`config.mk`:
```
export PLATFORM = sky130hd
export DESIGN_NAME = input_debouncer
export DESIGN_NICKNAME = d
export VERILOG_FILES = /design/src/rtl/input_debouncer.sv
export SDC_FILE = /design/constraint.sdc
export NUM_CORES = 1
export LEC_CHECK = 0
export CORE_ASPECT_RATIO = 1.25
export CORE_UTILIZATION = 42
export CTS_BUF_LIST = sky130_fd_sc_hd__clkbuf_4 sky130_fd_sc_hd__clkbuf_8
export CTS_CLUSTER_DIAMETER = 80
export DETAILED_ROUTE_END_ITERATION = 6
export HOLD_SLACK_MARGIN = 0.15
export PLACE_DENSITY = 0.64
export SYNTH_ARGS = -nofsm -noshare
export SYNTH_HDL_FRONTEND = slang
export SYNTH_SLANG_ARGS = --single-unit
```
`constraint.sdc`:
```
create_clock -name clock -period 9.76 [get_ports clock]
set_input_delay 2.928 -clock clock [delete_from_list [all_inputs] [get_ports clock]]
set_output_delay 2.928 -clock clock [all_outputs]
set_load 0.01 [all_outputs]
```
`src/rtl/input_debouncer.sv`:
```
// -----------------------------------------------------------------------------
// input_debouncer
//
// Conditions the raw board switches and push-buttons for the tail-light
// controller. Each channel is synchronized through two flops. An independent
// STABLE/COUNTING state machine then accepts a new level only after
// DEBOUNCE_CYCLES consecutive synchronized samples that differ from the
// current debounced level. When a new level is accepted, the channel emits a
// one-cycle press or release pulse.
//
// Channel map: [2:0] = SW[2:0], [4:3] = KEY[1:0].
//
// Ports
//   clock          system clock
//   reset          asynchronous, active-high reset
//   raw_in         asynchronous pin levels
//   level_out      debounced level, same polarity as raw_in
//   press_pulse    one-cycle pulse when level_out leaves IDLE_LEVEL
//   release_pulse  one-cycle pulse when level_out returns to IDLE_LEVEL
//   busy           channel is currently counting a candidate level
// -----------------------------------------------------------------------------
module input_debouncer #(
   parameter int                  CHANNELS        = 5,
   parameter int                  DEBOUNCE_CYCLES = 100000,
   parameter logic [CHANNELS-1:0] IDLE_LEVEL      = 5'b11000
) (
   input  logic                clock,
   input  logic                reset,
   input  logic [CHANNELS-1:0] raw_in,
   output logic [CHANNELS-1:0] level_out,
   output logic [CHANNELS-1:0] press_pulse,
   output logic [CHANNELS-1:0] release_pulse,
   output logic [CHANNELS-1:0] busy
);

   // The counter only has to hold values up to DEBOUNCE_CYCLES-1.
   localparam int CW = $clog2(DEBOUNCE_CYCLES + 1);

   localparam logic [CW-1:0] CNT_ZERO = CW'(0);
   localparam logic [CW-1:0] CNT_ONE  = CW'(1);
   localparam logic [CW-1:0] CNT_LAST = CW'(DEBOUNCE_CYCLES - 1);

   typedef enum logic [0:0] {
      ST_STABLE   = 1'b0,
      ST_COUNTING = 1'b1
   } state_e;

   logic [CHANNELS-1:0] sync1_r;
   logic [CHANNELS-1:0] sync2_r;

   // Two-flop synchronizer. It resets to the idle level, so a pin held
   // non-idle through reset is seen as a fresh change after reset release.
   always_ff @(posedge clock or posedge reset) begin
      if (reset) begin
         sync1_r <= IDLE_LEVEL;
         sync2_r <= IDLE_LEVEL;
      end else begin
         sync1_r <= raw_in;
         sync2_r <= sync1_r;
      end
   end

   for (genvar i = 0; i < CHANNELS; i++) begin : g_ch
      state_e        state_r;
      state_e        state_nxt_s;
      logic [CW-1:0] cnt_r;
      logic [CW-1:0] cnt_nxt_s;
      logic          level_r;
      logic          level_nxt_s;
      logic          press_r;
      logic          press_nxt_s;
      logic          release_r;
      logic          release_nxt_s;
      logic          busy_r;

      // Next-state logic for one channel: accept, keep counting, or abort on
      // the first sample that agrees with the current level.
      always_comb begin
         state_nxt_s   = state_r;
         cnt_nxt_s     = cnt_r;
         level_nxt_s   = level_r;
         press_nxt_s   = 1'b0;
         release_nxt_s = 1'b0;
         case (state_r)
            ST_STABLE: begin
               if (sync2_r[i] != level_r) begin
                  state_nxt_s = ST_COUNTING;
                  cnt_nxt_s   = CNT_ONE;
               end else begin
                  cnt_nxt_s   = CNT_ZERO;
               end
            end
            ST_COUNTING: begin
               if (sync2_r[i] == level_r) begin
                  state_nxt_s = ST_STABLE;
                  cnt_nxt_s   = CNT_ZERO;
               end else if (cnt_r == CNT_LAST) begin
                  // Pulse direction follows the level being entered, so press
                  // and release can never fire together on one channel.
                  state_nxt_s   = ST_STABLE;
                  cnt_nxt_s     = CNT_ZERO;
                  level_nxt_s   = sync2_r[i];
                  press_nxt_s   = (sync2_r[i] != IDLE_LEVEL[i]);
                  release_nxt_s = (sync2_r[i] == IDLE_LEVEL[i]);
               end else begin
                  cnt_nxt_s = cnt_r + CNT_ONE;
               end
            end
            default: begin
               state_nxt_s = ST_STABLE;
               cnt_nxt_s   = CNT_ZERO;
            end
         endcase
      end

      // Per-channel state, counter and output registers.
      always_ff @(posedge clock or posedge reset) begin
         if (reset) begin
            state_r   <= ST_STABLE;
            cnt_r     <= CNT_ZERO;
            level_r   <= IDLE_LEVEL[i];
            press_r   <= 1'b0;
            release_r <= 1'b0;
            busy_r    <= 1'b0;
         end else begin
            state_r   <= state_nxt_s;
            cnt_r     <= cnt_nxt_s;
            level_r   <= level_nxt_s;
            press_r   <= press_nxt_s;
            release_r <= release_nxt_s;
            busy_r    <= (state_nxt_s == ST_COUNTING);
         end
      end

      assign level_out[i]     = level_r;
      assign press_pulse[i]   = press_r;
      assign release_pulse[i] = release_r;
      assign busy[i]          = busy_r;
   end

endmodule

```
* Word-level counts from Yosys, hierarchy flattened
Index checks and enable logic that the tools add are counted.
Word-level totals: input port bits 7, register bits 115
Cells by class: reduce and logical (&&, ||, !) cells 5, add/subtract/negate cells 5, mux-type cells 70, equality and inequality tests 15, bitwise gates (word level) 15
Operators by type and width (number):
- 2-to-1 mux 17 bit | 10
- case mux 17 bit (2 select lines) | 5
- adder 17 x 1 -> 17 bit (second input constant) | 5
- == test 17 bit (second input constant) | 5
- 2-to-1 mux 1 bit | 50
- inverter 1 bit | 15
- AND reduction 3 bit | 5
- case mux 1 bit (2 select lines) | 5
- == test 1 bit | 5
- != test 1 bit | 5

* Logic depth before layout (Yosys ltp)
Gate-level depths: netlist of run 1.
depth after elaboration 4, depth in mapped cells 7, gate-level depth less buffers 5

* Worst setup path after synthesis of run 1
Ideal clock, no wire load.
kind register to output, start point reg g_ch[3].level_r, end point out level_out[3], setup slack 6.201 ns, data arrival time 0.631 ns, path buffers 1, cell stages (with the launch flop) 2, cell sequence dfstp_2 buf_4
RTL lines:
- from (decl) | line 68 | logic level_r;
- from (signal assigned) | line 121 | level_r <= IDLE_LEVEL[i];
- from (signal assigned) | line 128 | level_r <= level_nxt_s;
- to (decl) | line 30 | output logic [CHANNELS-1:0] level_out,
No word-level cell between the ends.

* Worst setup path after layout of run 1
start point reg g_ch[3].level_r, end point out level_out[3]
No word-level cell between the ends.

==> results of run 1 <==
## sequential cells by signal, indices dropped and copies added, names as in the netlist
register,flops
g_ch.press_r,5
g_ch.level_r,5
sync1_r,5
sync2_r,5
g_ch.busy_r,5
g_ch.release_r,5
g_ch.cnt_r,85
## worst register-to-register path: stages, from the launching register on
cell and delay [ns]:
dfrtp_1 0.42, or4_1 0.54, or4_4 0.56, nand2b_1 0.45
o21ai_0 0.18
## how the worst max path moves through the flow
stage	from	to	slack [ns]	cells after the start
final	g_ch[3].level_r$_DFFE_PP1P_	level_out[3]	5.32	1
after global routing	g_ch[4].level_r$_DFFE_PP1P_	level_out[4]	5.24	1
after CTS	g_ch[4].level_r$_DFFE_PP1P_	level_out[4]	5.28	1
after detailed placement	reset	g_ch[4].cnt_r[2]$_DFF_PP0_	5.01	3
after global placement	reset	g_ch[1].cnt_r[12]$_DFF_PP0_	5.02	3
after floorplan	reset	g_ch[0].busy_r$_DFF_PP0_	3.80	1
## final cells by class
class                   instances  area (µm²)  area share [%]
clock buffers                  22         284            4.61
clock inverters                10         158            2.56
inverters                      16        62.6            1.01
multi-input cells             369        2300            37.3
flip-flops and latches        115        2890            46.8
well taps                     168         210            3.41
repair buffers                 27         268            4.34
## power groups by stage
stage | clock [mW] | sequential (mW) | combinational [mW]
floorplan | 0 | 0.506 | 0.0402
global placement | 0 | 0.508 | 0.0501
detailed placement | 0 | 0.509 | 0.0504
CTS | 0.496 | 0.500 | 0.0507
global route | 0.515 | 0.503 | 0.0574
finish | 0.481 | 0.500 | 0.0491
## Yosys cell counts, drive strengths merged
cell    count
dfrtp     109
or2         2
or4         5
nand3      34
nor2       79
xnor2      45
inv        16
nand2      17
xor2       25
mux2        5
nor4       21
o21ai      13
dfstp       6
nand4      32
mux2i       2
a21oi       9
and2        6
buf        25
and4        8
nor3       18
or4bb       1
nand4b      3
nand2b      7
nor4b       2
or4b        1
o21bai      3
and3        4
a31oi       1
nor4bb      3
clkbuf      9
or3        13
o22ai       5
ha          5
## per-stage QoR
stage	setup WS, ns	instances	utilization (%)
finish	5.32	727	48.5
global route	5.24	727	48.5
CTS	5.28	727	48.5
detailed placement	5.01	695	45.0
global placement	5.02	695	45.0
floorplan	3.80	534	-
## kinds of logic after synthesis
kind of cell               synth area share (%)
adders and majority gates                  1.14
DFF                                        52.7
xor gates and xnor gates                   11.2
and+or+nand+nor                            24.9
muxes                                      1.39
AOI/OAI and AO/OA                          3.32
buffers and inverters                      5.26
## per-layer routing
layer	up-vias	global-route usage [%]
met5	-	0
met4	0	9.08
met3	18	4.68
met2	77	25.5
met1	1833	19.7
li1	1876	-
==> results.txt, run 1 <==
Tcrit/Tclk final: 45.5%
Commonest cells after routing, fill and taps aside: dfrtp_1, nor2_1, xnor2_1
Design area: 6170 µm²
Ratio of cells with drive above 1 in the final layout: 9.66%
Clock Power Share: 46.7%
Sequential share of power: 48.5%
CP Class: reg -> out
Drc violations: 0
Hold Buf Count CTS: 0
CTS clk-pin slew, worst paths: 0.07 ns
Worst slew margin: 31.2%
Switching portion of total power: 22.0%
Drt total wl: 9750 µm
Worst-margin pin slew: 1.03 ns
Nets: 558
Crit Path Max Fanout: 3
Die height: 130 µm
CTS max path bufs: 2
Worst hold path cell count: 0
Met2 routed WL: 4630 µm
Power, Total: 1.03 mW
Worst EP required: 6.83 ns
DRT Pass-1 Iters: 4
Avg WL per Cell: 13.4 µm
Num CTS Buffers: 17
DIE WIDTH: 104 µm
HP Class: reg -> reg
Power per cell area: 167 nW/µm²
Delay-heaviest family, CP: flip-flops
P&R area growth vs syn: 12.7%
Top Layer Used: met4
Vias in the first global route: 3,714
Clock root cell: clkbuf_8
I/O Pins: 27
Effective utilization at floorplan: 43.0%
Worst path slowest cell: dfstp_2
Number of antenna cells inserted: 0
Reg2reg setup slack: 7.45 ns
Worst r2r dst: g_ch[0].busy_r$_DFF_PP0_
DP Wirelength: 6600 µm
Grt ovf: 0
Largest net degree at the start of global routing: 86
Synth warn: 0
Die ar.: 13,500 µm²
Seq cells post-synth: 115
Post-CTS Repair Setup Buffers: 0
NetSw: 227 µW
CP endpoint kind: primary output
I/O Buffers: 26
VDD IR max: 0.117 mV
Post-Syn Instances: 534
Data arrival time of the worst path: 1.51 ns
Global-route wire length before repair: 17,100 µm
Vias: 3,804
Max incr delay on CP: 0.55 ns
Yosys cell types: 39
Fillcell total: 1,188
Hold Fails Final Rpt: 0
Post-synthesis sequential area ratio: 52.7%
RSZ-0062 raised after global routing: no
GRT Util Overall: 16.0%
Placed Area: 5720 µm²
Hold EP: sync2_r[1]$_DFF_PP0_
Initial antenna violation count: 0
Startpoint Class: flop
Finish-stage setup viols: 0
Synthesized cell area: 5470 µm²
Post-CTS sizing: 0
Reg2reg path depth: 4
Proportion of power drawn by combinational gates: 4.8%
Metal1 wirelength: 4510 µm
Routability Congestion: 0.818
Hold Startpoint: sync1_r[1]$_DFF_PP0_
Mapped Nets: 546
Wire length on met3: 392 µm
Maximum operating frequency: 0.225 GHz
Iteration-0 DRC Markers: 169
CP cell instances: clkdlybuf4s50_1
Largest area contributor in the netlist: dfrtp_1
Run status: completed
Core ar.: 12,700 µm²
Vias per Instance: 5.23
Clock Sinks: 115
Commonest non-fill, non-tap cell in the layout: dfrtp_1
CTS tree: yes
Top post-synthesis cells by area: dfrtp_1, xnor2_1, nor2_1, xor2_1, nand4_1
Synthesized area per cell: 10.2 µm²
Slew Viols, Final: 0
Setup Skew: 0.0111 ns
Clk_lat worst skew: 0.44 ns
Final Critical Period: 4.44 ns
Cell leakage power: 2.34 nW
Hold WS: 0.355 ns
Setup_tns: 0 ns
Post-synth top area share: 49.9%
Row Count: 46
Power Internal: 804 µW
Max-cap violations: 0
ANT nets after route: 0
Reg2Reg Launch Point: g_ch[0].cnt_r[13]$_DFF_PP0_
Crit path buf inv count: 1
Depth of the CTS H-tree: 4
(Power assumes the default switching activity.)
==> run 2, diff against run 1 <==
- PLACE_DENSITY: 0.64 -> 0.66
- clock period: 9.76 -> 3.9 ns (I/O delays scaled with it)
==> run 2 against run 1 <==
Worst hold slack lost 0.0057 ns. Largest cell class unchanged. Non-clock buffer count is the same. Clock skew grew 0.0012 ns. Sequential share of layout area grew 0.33 points. Sequential power grew to 2.5 times the previous value. First-iteration DRC count grew 2.4%. Critical path type unchanged. Die area is the same. Clock power grew 120%. Highest routed layer unchanged. Utilization shrank 0.33 points.
==> results.txt, run 2 (synthesized netlist as in run 1, its figures left out) <==
Vias: 3,776 (-0.74%)
Startpoint Class: flop
Drc violations: 0 (unchanged)
M3 GR Usage: 4.88% (+0.20 points)
Initial antenna violation count: 0 (unchanged)
Row Count: 46 (unchanged)
Global Route met1 Usage: 18.8% (-0.90 points)
Setup_tns: 0 ns (unchanged)
P&R area growth vs syn: 11.9%
Commonest non-fill, non-tap cell in the layout: dfrtp_1
CP cell instances: clkdlybuf4s50_1
DIE WIDTH: 104 µm (unchanged)
Power per cell area: 399 nW/µm² (+140%)
Vias per Instance: 5.20 (-0.60%)
Finish-stage setup viols: 0 (unchanged)
DRT Pass-1 Iters: 5 (+1)
Grt ovf: 0 (unchanged)
I/O Pins: 27 (unchanged)
Largest net degree at the start of global routing: 116 (+35%)
Max incr delay on CP: 0.56 ns (about the same)
RSZ-0062 raised after global routing: no
Final Critical Period: 2.69 ns
Ratio of cells with drive above 1 in the final layout: 9.50% (-0.16 points)
Depth of the CTS H-tree: 4 (unchanged)
Effective utilization at floorplan: 43.0% (unchanged)
CP Class: reg -> out
Largest Register: g_ch.cnt_r
Die height: 130 µm (unchanged)
I/O Buffers: 26 (unchanged)
Routability Congestion: 0.865 (+5.7%)
Global-route wire length before repair: 17,000 µm (-0.64%)
GR Util met2: 26.4% (+0.90 points)
CTS clk-pin slew, worst paths: 0.07 ns (about the same)
Gr busiest metal: met2
Worst path slowest cell: dfstp_2
Drt total wl: 9830 µm (+0.76%)
Avg WL per Cell: 13.5 µm (+0.90%)
Design area: 6120 µm² (-0.69%)
Switching portion of total power: 23.4% (+1.4 points)
Proportion of power drawn by combinational gates: 5.1% (+0.3 points)
Clock Sinks: 115 (unchanged)
VDD IR max: 0.209 mV (+79%)
Max reg flops: 85 (unchanged)
Commonest cells after routing, fill and taps aside: dfrtp_1, nor2_1, xnor2_1
Clk_lat worst skew: 0.44 ns (about the same)
Worst slew margin: 55.5% (+24 points)
Power Internal: 1.87 mW (+130%)
Cell leakage power: 2.32 nW (-0.89%)
NetSw: 573 µW (+150%)
Placed Area: 5740 µm² (+0.24%)
GRT Util Overall: 15.8% (-0.23 points)
Data arrival time of the worst path: 1.52 ns (about the same)
CP endpoint kind: primary output
Number of antenna cells inserted: 0 (unchanged)
ANT nets after route: 0 (unchanged)
Clock root cell: clkbuf_8
Utilization after layout: 48.1% (-0.33 points)
Clock Power Share: 43.7% (-3.0 points)
Sequential share of power: 51.2% (+2.7 points)
Delay-heaviest family, CP: flip-flops
Maximum operating frequency: 0.371 GHz
Max-cap violations: 0 (unchanged)
Hold Fails Final Rpt: 0 (unchanged)
Core ar.: 12,700 µm² (unchanged)
Vias in the first global route: 3,652 (-1.7%)
Post-CTS sizing: 0 (unchanged)
DP Wirelength: 6560 µm (-0.55%)
Crit path buf inv count: 1 (unchanged)
Num CTS Buffers: 17 (unchanged)
Tcrit/Tclk final: 69.0%
Worst EP required: 2.73 ns (-4.10 ns)
CTS tree: yes
Run status: completed
Setup Skew: 0.0122 ns (+0.00118 ns)
Iteration-0 DRC Markers: 173 (+2.4%)
Hold Buf Count CTS: 0 (unchanged)
CTS max path bufs: 2 (unchanged)
Slew Viols, Final: 0 (unchanged)
Crit Path Max Fanout: 3 (unchanged)
Nets: 558 (unchanged)
HP Class: reg -> reg
Worst-margin pin slew: 0.667 ns (-0.366 ns)
Die ar.: 13,500 µm² (unchanged)
Post-CTS Repair Setup Buffers: 0 (unchanged)
[run 2: cell types whose count changed in the layout (fill, tap and decap cells not counted)]
cell,delta
bufinv_16,-2
clkinv_2,+2
buf_12,+1
inv_4,-1
clkbuf_4,-1
buf_4,-1
clkinv_4,+1
[run 2: metrics by stage]
step | setup WS, ns | total power, mW | std cells | hold WS [ns]
4_1_cts | 1.17 | 2.49 | 726 | 0.353
3_3_place_gp | 1.63 | 1.40 | 695 | 0.336
5_1_grt | 1.15 | 2.55 | 726 | 0.363
6_report | 1.21 | 2.45 | 726 | 0.349
2_1_floorplan | 1.34 | 1.37 | 534 | 0.331
3_5_place_dp | 1.58 | 1.40 | 695 | 0.337
[run 2: per-layer routing]
layer | routed length, µm | vias to the layer above
met1 | 4470 | 1827
met5 | 0 | -
met4 | 136 | 0
met2 | 4870 | 56
li1 | - | 1879
met3 | 346 | 14
[run 2: final cells by class]
cell class / count / area (µm²)
Inverter: 16 / 63.8
Timing Repair Buffer: 27 / 280
Sequential cell: 115 / 2890
Tap cell: 168 / 210
Clock buffer: 21 / 277
Fill cell: 1146 / 6600
Multi-Input combinational cell: 369 / 2300
Clock inverter: 10 / 109
[run 2: worst paths after layout]
| check | from | slack [ns] | end | cells past startpoint |
|---|---|---|---|---|
| min in group asynchronous | reset | 1.26 | g_ch[0].busy_r$_DFF_PP0_ | 3 |
| max in group asynchronous | reset | 2.21 | g_ch[4].cnt_r[15]$_DFF_PP0_ | 3 |
| worst min-delay path | sync1_r[0]$_DFF_PP0_ | 0.35 | sync2_r[0]$_DFF_PP0_ | 0 |
| worst min register to register | sync1_r[0]$_DFF_PP0_ | 0.35 | sync2_r[0]$_DFF_PP0_ | 0 |
| worst max register to register | g_ch[0].cnt_r[13]$_DFF_PP0_ | 1.59 | g_ch[0].cnt_r[0]$_DFF_PP0_ | 4 |
| worst max-delay path | g_ch[3].level_r$_DFFE_PP1P_ | 1.21 | level_out[3] | 1 |
[run 2: power by group through the flow]
| stage | Combinational, mW | Sequential [mW] | Clock (mW) |
|---|---|---|---|
| 5_1_grt | 0.143 | 1.26 | 1.16 |
| 3_5_place_dp | 0.129 | 1.27 | 0 |
| 2_1_floorplan | 0.101 | 1.27 | 0 |
| 4_1_cts | 0.129 | 1.25 | 1.11 |
| 3_3_place_gp | 0.127 | 1.27 | 0 |
| 6_report | 0.125 | 1.25 | 1.07 |
